--- src/rtl/da2_pkg.sv ---
// da2_pkg: shared types and constants for the DA2 sample feeder.
package da2_pkg;
    localparam int SAMPLE_W = 12;
    localparam logic [1:0] CH_ON   = 2'b00;
    localparam logic [1:0] CH_1K   = 2'b01;
    localparam logic [1:0] CH_100K = 2'b10;
    localparam logic [1:0] CH_HIZ  = 2'b11;

    typedef enum logic [1:0] {IDLE, REQ, ACK, XFER} state_t;

    typedef struct packed {
        logic [1:0]          chmode;
        logic [SAMPLE_W-1:0] value;
    } frame_t;
endpackage

--- src/rtl/da2_sample_fifo.sv ---
// da2_sample_fifo: synchronous frame FIFO with exact occupancy count.
module da2_sample_fifo
    import da2_pkg::*;
#(
    parameter int DEPTH = 8
) (
    input  logic                   clk,
    input  logic                   rst,
    input  logic                   push,
    input  frame_t                 din,
    input  logic                   pop,
    output frame_t                 dout,
    output logic                   full,
    output logic                   empty,
    output logic [$clog2(DEPTH):0] level
);
    localparam int AW = $clog2(DEPTH);

    frame_t mem_q [DEPTH];
    logic [AW-1:0] wr_q, wr_d, rd_q, rd_d;
    logic [AW:0] lvl_q, lvl_d;
    logic do_push, do_pop;

    always_comb begin
        do_push = push && !full;
        do_pop  = pop && !empty;
        wr_d    = wr_q + AW'(do_push);
        rd_d    = rd_q + AW'(do_pop);
        lvl_d   = lvl_q + (AW+1)'(do_push) - (AW+1)'(do_pop);
    end

    always_ff @(posedge clk) begin
        if (rst) begin
            wr_q  <= '0;
            rd_q  <= '0;
            lvl_q <= '0;
        end else begin
            wr_q  <= wr_d;
            rd_q  <= rd_d;
            lvl_q <= lvl_d;
        end
    end

    // Storage needs no reset; pointers define what is valid.
    always_ff @(posedge clk) begin
        if (do_push) mem_q[wr_q] <= din;
    end

    assign dout  = mem_q[rd_q];
    assign full  = lvl_q == (AW+1)'(DEPTH);
    assign empty = lvl_q == '0;
    assign level = lvl_q;
endmodule

--- src/rtl/da2_sample_pacer.sv ---
// da2_sample_pacer: releases one buffered sample per programmable period to the DA2 interface,
// holding value/chmode stable through the serial transfer.
module da2_sample_pacer
    import da2_pkg::*;
#(
    parameter int DEPTH = 8,
    parameter int DIV_W = 16
) (
    input  logic                   clk,
    input  logic                   rst,
    input  logic                   enable,
    input  logic [DIV_W-1:0]       period,
    input  logic                   s_valid,
    output logic                   s_ready,
    input  logic [SAMPLE_W-1:0]    s_value,
    input  logic [1:0]             s_chmode,
    output logic [SAMPLE_W-1:0]    value,
    output logic [1:0]             chmode,
    output logic                   update,
    input  logic                   SYNC,
    input  logic                   SCLK_en,
    output logic                   busy,
    output logic [$clog2(DEPTH):0] level,
    output logic                   underrun,
    output logic                   late
);
    state_t state_q, state_d;
    frame_t frame_q, frame_d, head;
    logic [DIV_W-1:0] cnt_q, cnt_d, per_q, per_d, per_eff;
    logic update_q, update_d, underrun_q, underrun_d, late_q, late_d;
    logic tick, launch, full, empty;

    da2_sample_fifo #(.DEPTH(DEPTH)) u_fifo (
        .clk   (clk),
        .rst   (rst),
        .push  (s_valid),
        .din   ({s_chmode, s_value}),
        .pop   (launch),
        .dout  (head),
        .full  (full),
        .empty (empty),
        .level (level)
    );

    // The live period is only taken while the counter sits at zero.
    always_comb begin
        per_eff = (cnt_q == '0) ? period : per_q;
        tick    = enable && (per_eff <= DIV_W'(1) || cnt_q == per_eff - DIV_W'(1));
        per_d   = per_eff;
        cnt_d   = (!enable || tick) ? '0 : cnt_q + DIV_W'(1);
    end

    always_comb begin
        state_d = state_q;
        case (state_q)
            IDLE:    state_d = (tick && !empty) ? REQ : IDLE;
            REQ:     state_d = SYNC ? ACK : REQ;
            ACK:     state_d = SCLK_en ? XFER : ACK;
            XFER:    state_d = SCLK_en ? XFER : IDLE;
            default: state_d = IDLE;
        endcase
    end

    always_comb begin
        launch     = state_q == IDLE && tick && !empty;
        frame_d    = launch ? head : frame_q;
        update_d   = launch ? 1'b1 : (state_q == REQ && SYNC) ? 1'b0 : update_q;
        underrun_d = tick && state_q == IDLE && empty;
        late_d     = tick && state_q != IDLE;
    end

    always_ff @(posedge clk) begin
        if (rst) begin
            state_q    <= IDLE;
            frame_q    <= '0;
            cnt_q      <= '0;
            per_q      <= '0;
            update_q   <= 1'b0;
            underrun_q <= 1'b0;
            late_q     <= 1'b0;
        end else begin
            state_q    <= state_d;
            frame_q    <= frame_d;
            cnt_q      <= cnt_d;
            per_q      <= per_d;
            update_q   <= update_d;
            underrun_q <= underrun_d;
            late_q     <= late_d;
        end
    end

    assign s_ready  = ~full;
    assign value    = frame_q.value;
    assign chmode   = frame_q.chmode;
    assign update   = update_q;
    assign busy     = state_q != IDLE;
    assign underrun = underrun_q;
    assign late     = late_q;
endmodule

--- config.mk ---
export PLATFORM = sky130hd
export DESIGN_NAME = da2_sample_pacer
export DESIGN_NICKNAME = d
export VERILOG_FILES = /design/src/rtl/da2_pkg.sv /design/src/rtl/da2_sample_fifo.sv /design/src/rtl/da2_sample_pacer.sv
export SDC_FILE = /design/constraint.sdc
export NUM_CORES = 1
export LEC_CHECK = 0
export ABC_AREA = 1
export CAP_MARGIN = 10
export CORE_ASPECT_RATIO = 0.8
export CORE_MARGIN = 1
export CORE_UTILIZATION = 35
export DETAILED_ROUTE_END_ITERATION = 6
export GPL_ROUTABILITY_DRIVEN = 0
export PLACE_DENSITY = 0.57
export SYNTH_ARGS = -nofsm -noshare
export SYNTH_HDL_FRONTEND = slang
export SYNTH_SLANG_ARGS = --single-unit
--- constraint.sdc ---
create_clock -name clk -period 8.28 [get_ports clk]
set_input_delay 1.656 -clock clk [delete_from_list [all_inputs] [get_ports clk]]
set_output_delay 1.656 -clock clk [all_outputs]
set_load 0.05 [all_outputs]
==> results of run 1 <==
-- metal layers --
layer / global-route usage (%) / vias up / routed length (um)
li1: - / 3170 / -
met1: 25.15 / 2891 / 10180
met2: 23.92 / 159 / 7840
met5: 0 / - / 0
met4: 3.307 / 0 / 149
met3: 4.715 / 10 / 1176
-- cell usage in the layout, fill, tap and decap left out, types with 17 or more instances in the layout --
cell,netlist,layout
nand2_1,225,225
nand3_1,36,36
nand2_2,18,18
nor2_1,150,150
clkbuf_16,0,17
clkdlybuf4s50_1,0,58
o21ai_0,50,50
inv_1,90,90
dfxtp_1,61,60
edfxtp_1,112,112
a21oi_1,25,25
-- metrics by stage --
stage,setup slack (ns),area (sq um),cells,util (%)
floorplan,3.908,8194,923,-
global placement,3.095,9085,1267,39.94
detailed placement,2.915,9085,1267,39.94
CTS,3.373,9676,1299,42.54
global route,2.935,9676,1299,42.54
finish,3.388,9676,1299,42.54
-- power groups by stage --
stage	combinational [mW]	clock, mW	sequential (mW)
floorplan	0.169	0	1.02
global placement	0.288	0	1.00
detailed placement	0.290	0	1.00
CTS	0.291	0.824	0.982
global route	0.327	0.862	0.985
finish	0.293	0.806	0.981
-- cell type report --
cell class	count	area share (%)
clock inverter	15	1.707
clock buffer	17	4.397
timing repair buffer	69	6.854
inverter	94	3.647
tap	306	3.957
multi-input combinational	625	32.04
sequential	173	47.39
-- sequential cells by signal (all words and copies together), names as in the netlist --
signal	cells
u_fifo.mem_q	112
per_q	16
u_fifo.level	4
u_fifo.rd_q	3
state_q	2
chmode	2
cnt_q	16
late	1
underrun	1
u_fifo.wr_q	3
update	1
value	12
-- worst max-delay path, cell delays in order --
cell and delay, ns:
clkdlybuf4s50_1 0.39, nand3b_1 0.16, nand2_2 0.16, ha_1 0.26, nand3_1 0.16, nor2_4 0.20, nand4_1 0.11, nand2_1 0.09
nand2_1 0.06, nor2_1 0.10, nand2_1 0.07, nor2_1 0.08, nand3_1 0.11, nand2_2 0.12, nand4_4 0.26, nor2_1 0.30
inv_1 0.10, nand2_1 0.07, ha_1 0.13, inv_1 0.06, fa_1 0.38, xor2_1 0.14, nor2_1 0.05
-- logic make-up (layout without fill, tap and decap cells) --
| kind of cell | after synthesis | in the layout |
|---|---|---|
| and+or+nand+nor | 486 | 486 |
| DFF | 173 | 173 |
| buffers and inverters | 125 | 195 |
| AOI/OAI and AO/OA | 111 | 111 |
| xor gates and xnor gates | 15 | 15 |
| adders and majority gates | 13 | 13 |
-- worst max-delay path by stage --
stage,startpoint,endpoint,slack [ns]
3_3_place_gp,period[0],u_fifo.level[2],3.09
3_5_place_dp,period[0],u_fifo.level[2],2.92
6_report,period[0],u_fifo.level[2],3.39
5_1_grt,period[0],u_fifo.level[2],2.94
4_1_cts,period[0],u_fifo.level[2],3.37
2_1_floorplan,period[0],u_fifo.level[2],3.91
==> metrics.csv, run 1 <==
stage,metric,value,unit
route,drt_iter0_drc,457,
logic_synthesis,ys_seq_elements,173,
setup_path,worst-r2r-cell-count,30,
logic_synthesis,synth-adder-area-share,2.077,%
route,routed-via-count,6230,
cells_and_area,insertedDiodeCount,0,
cells_and_area,seq_area,4586,sq um
setup_path,end_kind,register,
timing,final-hold-violation-count,0,
pwr,power.internal,1.492,mW
timing,hold_ws,0.4538,ns
pwr,pwr-share-seq,47.2,%
cells_and_area,multiInputGateArea,3100,sq um
placed_design,port_buffers,58,
route,via_per_inst,4.796,
logic_synthesis,synth_top_area_cell,edfxtp_1,
clock_network,tritoncts,done,
global_routing,grt_pass1_vias,5677,
floorplanning,rows,49,
cells_and_area,final_layout_size_suffix_gt1_share,8.459,%
logic_synthesis,yosys-top-cells-count,"nand2_1, nor2_1, edfxtp_1",
floorplanning,ios,59,
logic_synthesis,yosys_warnings,0,
setup_path,critPathLaunchType,input port,
timing,max_slew.worst_pin.slew,1.075,ns
timing,fin_skew,0.01835,ns
setup_path,crit_required,8.59,ns
clock_network,cts.sinks,173,
logic_synthesis,ys_seq_area_share,55.95,%
timing,fin_crit,4.892,ns
clock_network,cts_made_buffers,17,
logic_synthesis,syn_avg_cell_area,8.878,sq um
placed_design,dp_hpwl,12.96,mm
logic_synthesis,synthCells,923,
pwr,power_density,214.9,nW/um^2
route,antenna_left,0,
clock_network,cts-root-buf,clkbuf_16,
route,wire_per_inst,14.89,um
setup_path,rr_startpoint,cnt_q[0],
floorplanning,die_w,173.1,um
logic_synthesis,synth_cell_types,42,
logic_synthesis,synth_top_family_by_area,simple AND/OR/NAND/NOR gates,
floorplanning,design.core.area,22750,sq um
worst_hold_path,hold_end,cnt_q[0],
pwr,comb_power_share,14.1,%
timing,final.period_utilization,59.09,%
logic_synthesis,synthFlopType,edfxtp_1,
flow_run,cap_violations,0,
status,status,"finished, final reports clean",
cells_and_area,nNetsFinal,1029,
logic_synthesis,async_flop_share,0,%
timing,slew_viol_final,0,
logic_synthesis,synth_compound_area_share,8.062,%
worst_hold_path,hold_class,register to register,
timing,rsz0062_at_grt,false,
global_routing,track_usage,16.78,%
pwr,pwr-share-clk,38.7,%
timing,tns,0,ns
timing,setup_viol,0,
setup_path,critPathKind,input port to register,
timing,timing.fmax,0.2044,GHz
logic_synthesis,synthTopCellsByArea,"edfxtp_1, dfxtp_1, nand2_1",
clock_network,hold_buffers,0,
route,first_pass_iters,5,
logic_synthesis,yosys.area_share.simple,26.10,%
floorplanning,start_util,36.03,%
logic_synthesis,muxShareOfSynthArea,0,%
route,drc,0,
pwr,peakVddDrop,0.1514,mV
logic_synthesis,yosys.cell_count.top_type,nand2_1,
logic_synthesis,synth_top_area_share,41.04,%
pwr,sw_frac_of_total,28.25,%
floorplanning,die_h,138.9,um
clock_network,clkTransAtPathRegs,0.07,ns
route,routed_wl,19.34,mm
pwr,total_power,2.079,mW
setup_path,r2r_end,u_fifo.level[2],
clock_network,clk-insertion-delay-late,0.44,ns
setup_path,cp_data_arrival_time,5.20,ns
worst_hold_path,worstHoldPathCells,1,
clock_network,htree_levels,4,
global_routing,antenna_found_initial,0,
pwr,leakage,3.845,nW
logic_synthesis,synth_xor_area_share,1.603,%
pwr,switching_power,0.5874,mW
global_routing,grt_max_degree,58,
worst_hold_path,worstHoldStart,cnt_q[0],
logic_synthesis,synth-edff-count,112,
floorplanning,die-area,24030,sq um
global_routing,grt_overflow,0,
clock_network,cts.path.max_buffers,2,
cells_and_area,syn_to_final_growth,18.08,%
clock_network,post-cts-setup-buffers,0,
logic_synthesis,syn-num-nets,972,
setup_path,rrSetupSlack,3.54,ns
logic_synthesis,syn_area,8194,sq um
timing,relSlewSlack,28.33,%
cells_and_area,fillers,2230,
setup_path,critPathMaxFanout,19,
clock_network,ctsResizeCount,0,
global_routing,grt_pass1_wl,31.05,mm
Note: power is estimated with default switching activity, not from simulation.
==> inputs of run 2 (changes only) <==
PLACE_DENSITY = 0.59   (was 0.57)
clock period = 4.4 ns   (was 8.28 ns; I/O delays follow)
==> run 2 against run 1 <==
First-iteration DRC count shrank 2.4%. Worst hold slack lost 0.0012 ns. Combinational power grew 92%. Via count grew 0.26%. Worst setup slack lost 3.0 ns. Clock skew shrank 0.0066 ns. Critical endpoint unchanged. Largest power group unchanged.
==> metrics.csv, run 2 (synthesized netlist as in run 1, its figures left out) <==
stage,metric,value,unit
clock_network,htree_levels,4,
setup_path,crit_required,4.70,ns
timing,final-hold-violation-count,0,
worst_hold_path,hold_class,register to register,
timing,setup_slack,0.3913,ns
floorplanning,die_h,138.9,um
global_routing,grt_pass1_vias,5553,
setup_path,end_kind,register,
route,wire_per_inst,14.95,um
floorplanning,rows,49,
floorplanning,ios,59,
flow_run,cap_violations,0,
cells_and_area,largest_register_ffs,112,
route,antenna_left,0,
global_routing,grt_overflow,0,
global_routing,track_usage,16.53,%
clock_network,cts.path.max_buffers,2,
timing,max_slew.worst_pin.slew,0.9472,ns
placed_design,dp_hpwl,13.10,mm
timing,relSlewSlack,36.78,%
timing,rsz0062_at_grt,false,
route,routed_wl,19.56,mm
global_routing,grt_pass1_wl,30.75,mm
clock_network,clk-insertion-delay-late,0.43,ns
clock_network,hold_buffers,0,
clock_network,clkTransAtPathRegs,0.07,ns
clock_network,tritoncts,done,
cells_and_area,design_area,9733,sq um
cells_and_area,final_cell_mix,"nand2_1, nor2_1, edfxtp_1, inv_1, dfxtp_1",
cells_and_area,top_regs,"u_fifo.mem_q: 112 flops, cnt_q: 16 flops, per_q: 16 flops",
clock_network,cts.sinks,173,
placed_design,port_buffers,58,
floorplanning,die-area,24030,sq um
clock_network,cts-root-buf,clkbuf_16,
route,via_per_inst,4.775,
cells_and_area,syn_to_final_growth,18.78,%
route,drc,0,
setup_path,critPathKind,register to register,
pwr,peakVddDrop,0.3014,mV
timing,final.period_utilization,91.11,%
floorplanning,start_util,36.03,%
timing,timing.fmax,0.2495,GHz
clock_network,cts_made_buffers,17,
cells_and_area,layout_commonest_cell,nand2_1,
global_routing,antenna_found_initial,1,
placed_design,place_area,9138,sq um
cells_and_area,top_register,u_fifo.mem_q,
pwr,leakage,3.873,nW
setup_path,critPathLaunchType,register,
timing,slew_viol_final,0,
cells_and_area,final_layout_size_suffix_gt1_share,9.590,%
setup_path,cp_data_arrival_time,4.31,ns
timing,fin_skew,0.01170,ns
timing,setup_viol,0,
floorplanning,design.core.area,22750,sq um
placed_design,pre_cts_ws,0.1533,ns
setup_path,critPathMaxFanout,13,
status,status,"finished, final reports clean",
route,drt_iter0_drc,446,
global_routing,grt_max_degree,57,
cells_and_area,nNetsFinal,1037,
pwr,power_density,397.6,nW/um^2
timing,fin_crit,4.009,ns
floorplanning,die_w,173.1,um
route,routed-via-count,6246,
timing,tns,0,ns
route,first_pass_iters,5,
==> run 2: cell count changes in the layout (fill, tap and decap cells not counted), sizes merged <==
| cell | delta |
|---|---|
| inv | -1 |
| bufinv | -1 |
| clkinvlp | +1 |
| clkinv | +1 |
| diode | +1 |
| buf | +8 |
==> run 2: report_power, final <==
| group | switching [mW] | total (mW) | internal, mW |
|---|---|---|---|
| combinational | 0.376 | 0.563 | 0.187 |
| clock | 0.706 | 1.46 | 0.751 |
| sequential | 0.0308 | 1.85 | 1.82 |
| total | 1.11 | 3.87 | 2.76 |
==> run 2: per-stage QoR <==
| step | util (%) | power, mW | instances | hold slack [ns] |
|---|---|---|---|---|
| floorplan | - | 2.235 | 923 | 0.4173 |
| global placement | 40.17 | 2.428 | 1274 | 0.4342 |
| detailed placement | 40.17 | 2.434 | 1274 | 0.4443 |
| CTS | 42.66 | 3.886 | 1306 | 0.4593 |
| global route | 42.78 | 4.037 | 1307 | 0.4983 |
| finish | 42.79 | 3.870 | 1308 | 0.4526 |
==> run 2: worst paths after layout <==
check                               start         endpoint  slack (ns)  cells after the start
worst max-delay path            cnt_q[13]  u_fifo.level[2]        0.39                     27
worst min-delay path             cnt_q[0]         cnt_q[0]        0.45                      1
worst max register to register  cnt_q[13]  u_fifo.level[2]        0.39                     27
worst min register to register   cnt_q[0]         cnt_q[0]        0.45                      1
==> run 2: cell type report <==
| class | count | area, sq um |
|---|---|---|
| clock buffers | 17 | 425.4 |
| flip-flops and latches | 173 | 4586 |
| diodes | 1 | 2.502 |
| repair buffers | 77 | 726.9 |
| inverters | 94 | 352.8 |
| fillers | 2184 | 13010 |
| clock inverters | 15 | 141.4 |
| multi-input cells | 625 | 3115 |
| well taps | 306 | 382.9 |
==> run 2: per-layer routing <==
metal	track usage [%]	up-vias	wire [um]
li1	-	3176	-
met1	25.58	2887	10200
met2	23.05	170	7884
met3	3.262	13	1276
met4	4.611	0	194
met5	0	-	0
==> run 2: timing repair <==
action	CTS	global route
resized for setup	0	5
buffers inserted	0	1
endpoints found under the setup margin	0	3
==> run 2: critical path, cell delays in order, from the launching register on <==
cell,delay [ns]
dfxtp_1,0.41
nor2_1,0.14
nand2_1,0.10
nor2_4,0.37
nand2_2,0.15
nand2_1,0.13
nand2_4,0.08
ha_2,0.32
xor2_1,0.14
nand2_1,0.07
nor2_1,0.15
nand2_1,0.08
nor2_1,0.10
nand2_1,0.07
nor2_1,0.09
nand2_1,0.06
nor2_1,0.10
nand3_1,0.11
nand2_2,0.12
nand4_4,0.10
nor2_4,0.13
inv_1,0.06
nand2_1,0.05
ha_1,0.13
inv_1,0.05
fa_1,0.37
xor2_1,0.14
nor2_1,0.05
==> inputs of run 3 (changes only) <==
CAP_MARGIN = not set   (was 10)
CORE_UTILIZATION = 53   (was 35)
PLACE_DENSITY = 0.81   (was 0.59)
==> run 3 against run 2 <==
Clock-buffer cell count did not move. Final area fell by 0.60%. Routed wire length fell by 4.1%. Non-clock buffer count rose by 1. Worst setup slack got worse by 0.0057 ns. Fmax fell by 0.14%. Largest cell class unchanged.
==> metrics.csv, run 3 (synthesized netlist as in run 1, its figures left out) <==
stage,metric,value,unit
status,status,"finished, final reports clean",
clock_network,htree_levels,4,
setup_path,path_common_cell,nor2_1,
placed_design,dp_hpwl,12.48,mm
cells_and_area,nNetsFinal,1038,
timing,hold_ws,0.4570,ns
route,drc,0,
pwr,leakage,3.915,nW
route,routed_wl,18.76,mm
clock_network,hold_buffers,0,
clock_network,clk-insertion-delay-late,0.43,ns
setup_path,crit_family,simple AND/OR/NAND/NOR gates,
timing,max_slew.worst_pin.slew,1.171,ns
flow_run,cap_violations,0,
floorplanning,die_h,113.2,um
timing,slew_viol_final,0,
route,routed-via-count,6478,
timing,fin_skew,0.01061,ns
clock_network,clkTransAtPathRegs,0.07,ns
worst_hold_path,hold_class,register to register,
setup_path,rrSetupSlack,0.39,ns
timing,final-hold-violation-count,0,
cells_and_area,syn_to_final_growth,18.06,%
cells_and_area,largest_register_ffs,112,
setup_path,cp_data_arrival_time,4.33,ns
setup_path,crit_path_top_delay_cell,fa_1,
global_routing,grt_overflow,0,
cells_and_area,design_area,9674,sq um
global_routing,grt_pass1_vias,5852,
pwr,total_power,3.937,mW
floorplanning,rows,40,
setup_path,end_kind,register,
pwr,comb_power_share,14.2,%
global_routing,grt_pass1_wl,29.29,mm
floorplanning,ios,59,
route,via_per_inst,5.345,
setup_path,rr_startpoint,cnt_q[0],
cells_and_area,final_layout_size_suffix_gt1_share,9.281,%
setup_path,critPathLaunchType,register,
timing,fin_crit,4.014,ns
timing,rsz0062_at_grt,false,
cells_and_area,top_register,u_fifo.mem_q,
cells_and_area,insertedDiodeCount,0,
floorplanning,die-area,15970,sq um
clock_network,cts-root-buf,clkbuf_16,
global_routing,track_usage,24.36,%
setup_path,crit_buf_inv,5,
route,drt_iter0_drc,748,
clock_network,cts_made_buffers,17,
floorplanning,design.core.area,15060,sq um
pwr,pwr-share-clk,38.8,%
placed_design,port_buffers,58,
cells_and_area,fillers,1152,
route,met1_length,8.647,mm
timing,timing.fmax,0.2491,GHz
timing,relSlewSlack,21.84,%
route,wire_per_inst,15.48,um
cells_and_area,final_cell_mix,"nand2_1, nor2_1, edfxtp_1, inv_1, dfxtp_1",
global_routing,antenna_found_initial,0,
route,dr_wl_met2,8.098,mm
setup_path,critPathMaxFanout,8,
clock_network,cts.sinks,173,
setup_path,critPathKind,register to register,
timing,setup_viol,0,
clock_network,tritoncts,done,
pwr,peakVddDrop,0.3419,mV
floorplanning,start_util,54.39,%
global_routing,grt_max_degree,57,
floorplanning,die_w,141.0,um
clock_network,cts.path.max_buffers,2,
route,first_pass_iters,6,
pwr,switching_power,1.110,mW
pwr,pwr-share-seq,47.0,%
cells_and_area,top_regs,"u_fifo.mem_q: 112 flops, cnt_q: 16 flops, per_q: 16 flops",
route,wl_met3,1.814,mm
timing,tns,0,ns
pwr,sw_frac_of_total,28.20,%
route,antenna_left,0,
placed_design,place_area,9001,sq um
setup_path,crit_required,4.71,ns
worst_hold_path,worstHoldStart,cnt_q[0],
setup_path,slowest_delay,0.38,ns
pwr,power.internal,2.827,mW
timing,final.period_utilization,91.24,%
route,highest_layer,met4,
pwr,power_density,407.0,nW/um^2
setup_path,crit_start,cnt_q[0],
cells_and_area,layout_commonest_cell,nand2_1,
run 3: cell types whose count changed in the layout (fill, tap and decap cells not counted), sizes merged:
cell,delta
clkinvlp,-3
inv,-1
clkinv,+3
diode,-1
buf,+1
bufinv,+1
run 3: per-stage QoR:
stage | util, % | instances | worst slack (ns)
2_1_floorplan | - | 923 | 0.7255
3_3_place_gp | 59.75 | 1176 | 0.2626
3_5_place_dp | 59.75 | 1176 | 0.1681
4_1_cts | 63.85 | 1208 | 0.2569
5_1_grt | 64.22 | 1212 | 0.006784
6_report | 64.22 | 1212 | 0.3855
run 3: power by group through the flow:
| stage | clock network (mW) | registers, mW | logic [mW] |
|---|---|---|---|
| floorplan | 0 | 1.92 | 0.319 |
| global placement | 0 | 1.88 | 0.529 |
| detailed placement | 0 | 1.89 | 0.538 |
| CTS | 1.55 | 1.85 | 0.542 |
| global route | 1.61 | 1.86 | 0.614 |
| finish | 1.53 | 1.85 | 0.557 |
run 3: layout make-up:
class	count	area [sq um]	area share, %
multi-input combinational	625	3100	32.05
sequential	173	4584	47.39
clock inverter	15	192.7	1.992
clock buffer	17	425.4	4.397
inverter	94	352.8	3.647
timing repair buffer	78	755.7	7.812
tap	210	262.8	2.716
run 3: repair_timing:
action | CTS | global route
resized for setup | 0 | 0
buffers inserted | 0 | 4
hold endpoints to repair | 0 | 0
endpoints found under the setup margin | 0 | 3
run 3: metal layers:
layer  vias to the layer above  GRT usage (%)
met5                         -              0
met4                         0          7.246
met3                        24          7.110
met2                       301          35.66
met1                      2968          35.02
li1                       3185              -
run 3: worst paths after layout:
check / to / cells after the start
worst max-delay path: u_fifo.level[2] / 29
worst min-delay path: cnt_q[0] / 1
worst max register to register: u_fifo.level[2] / 29
worst min register to register: cnt_q[0] / 1
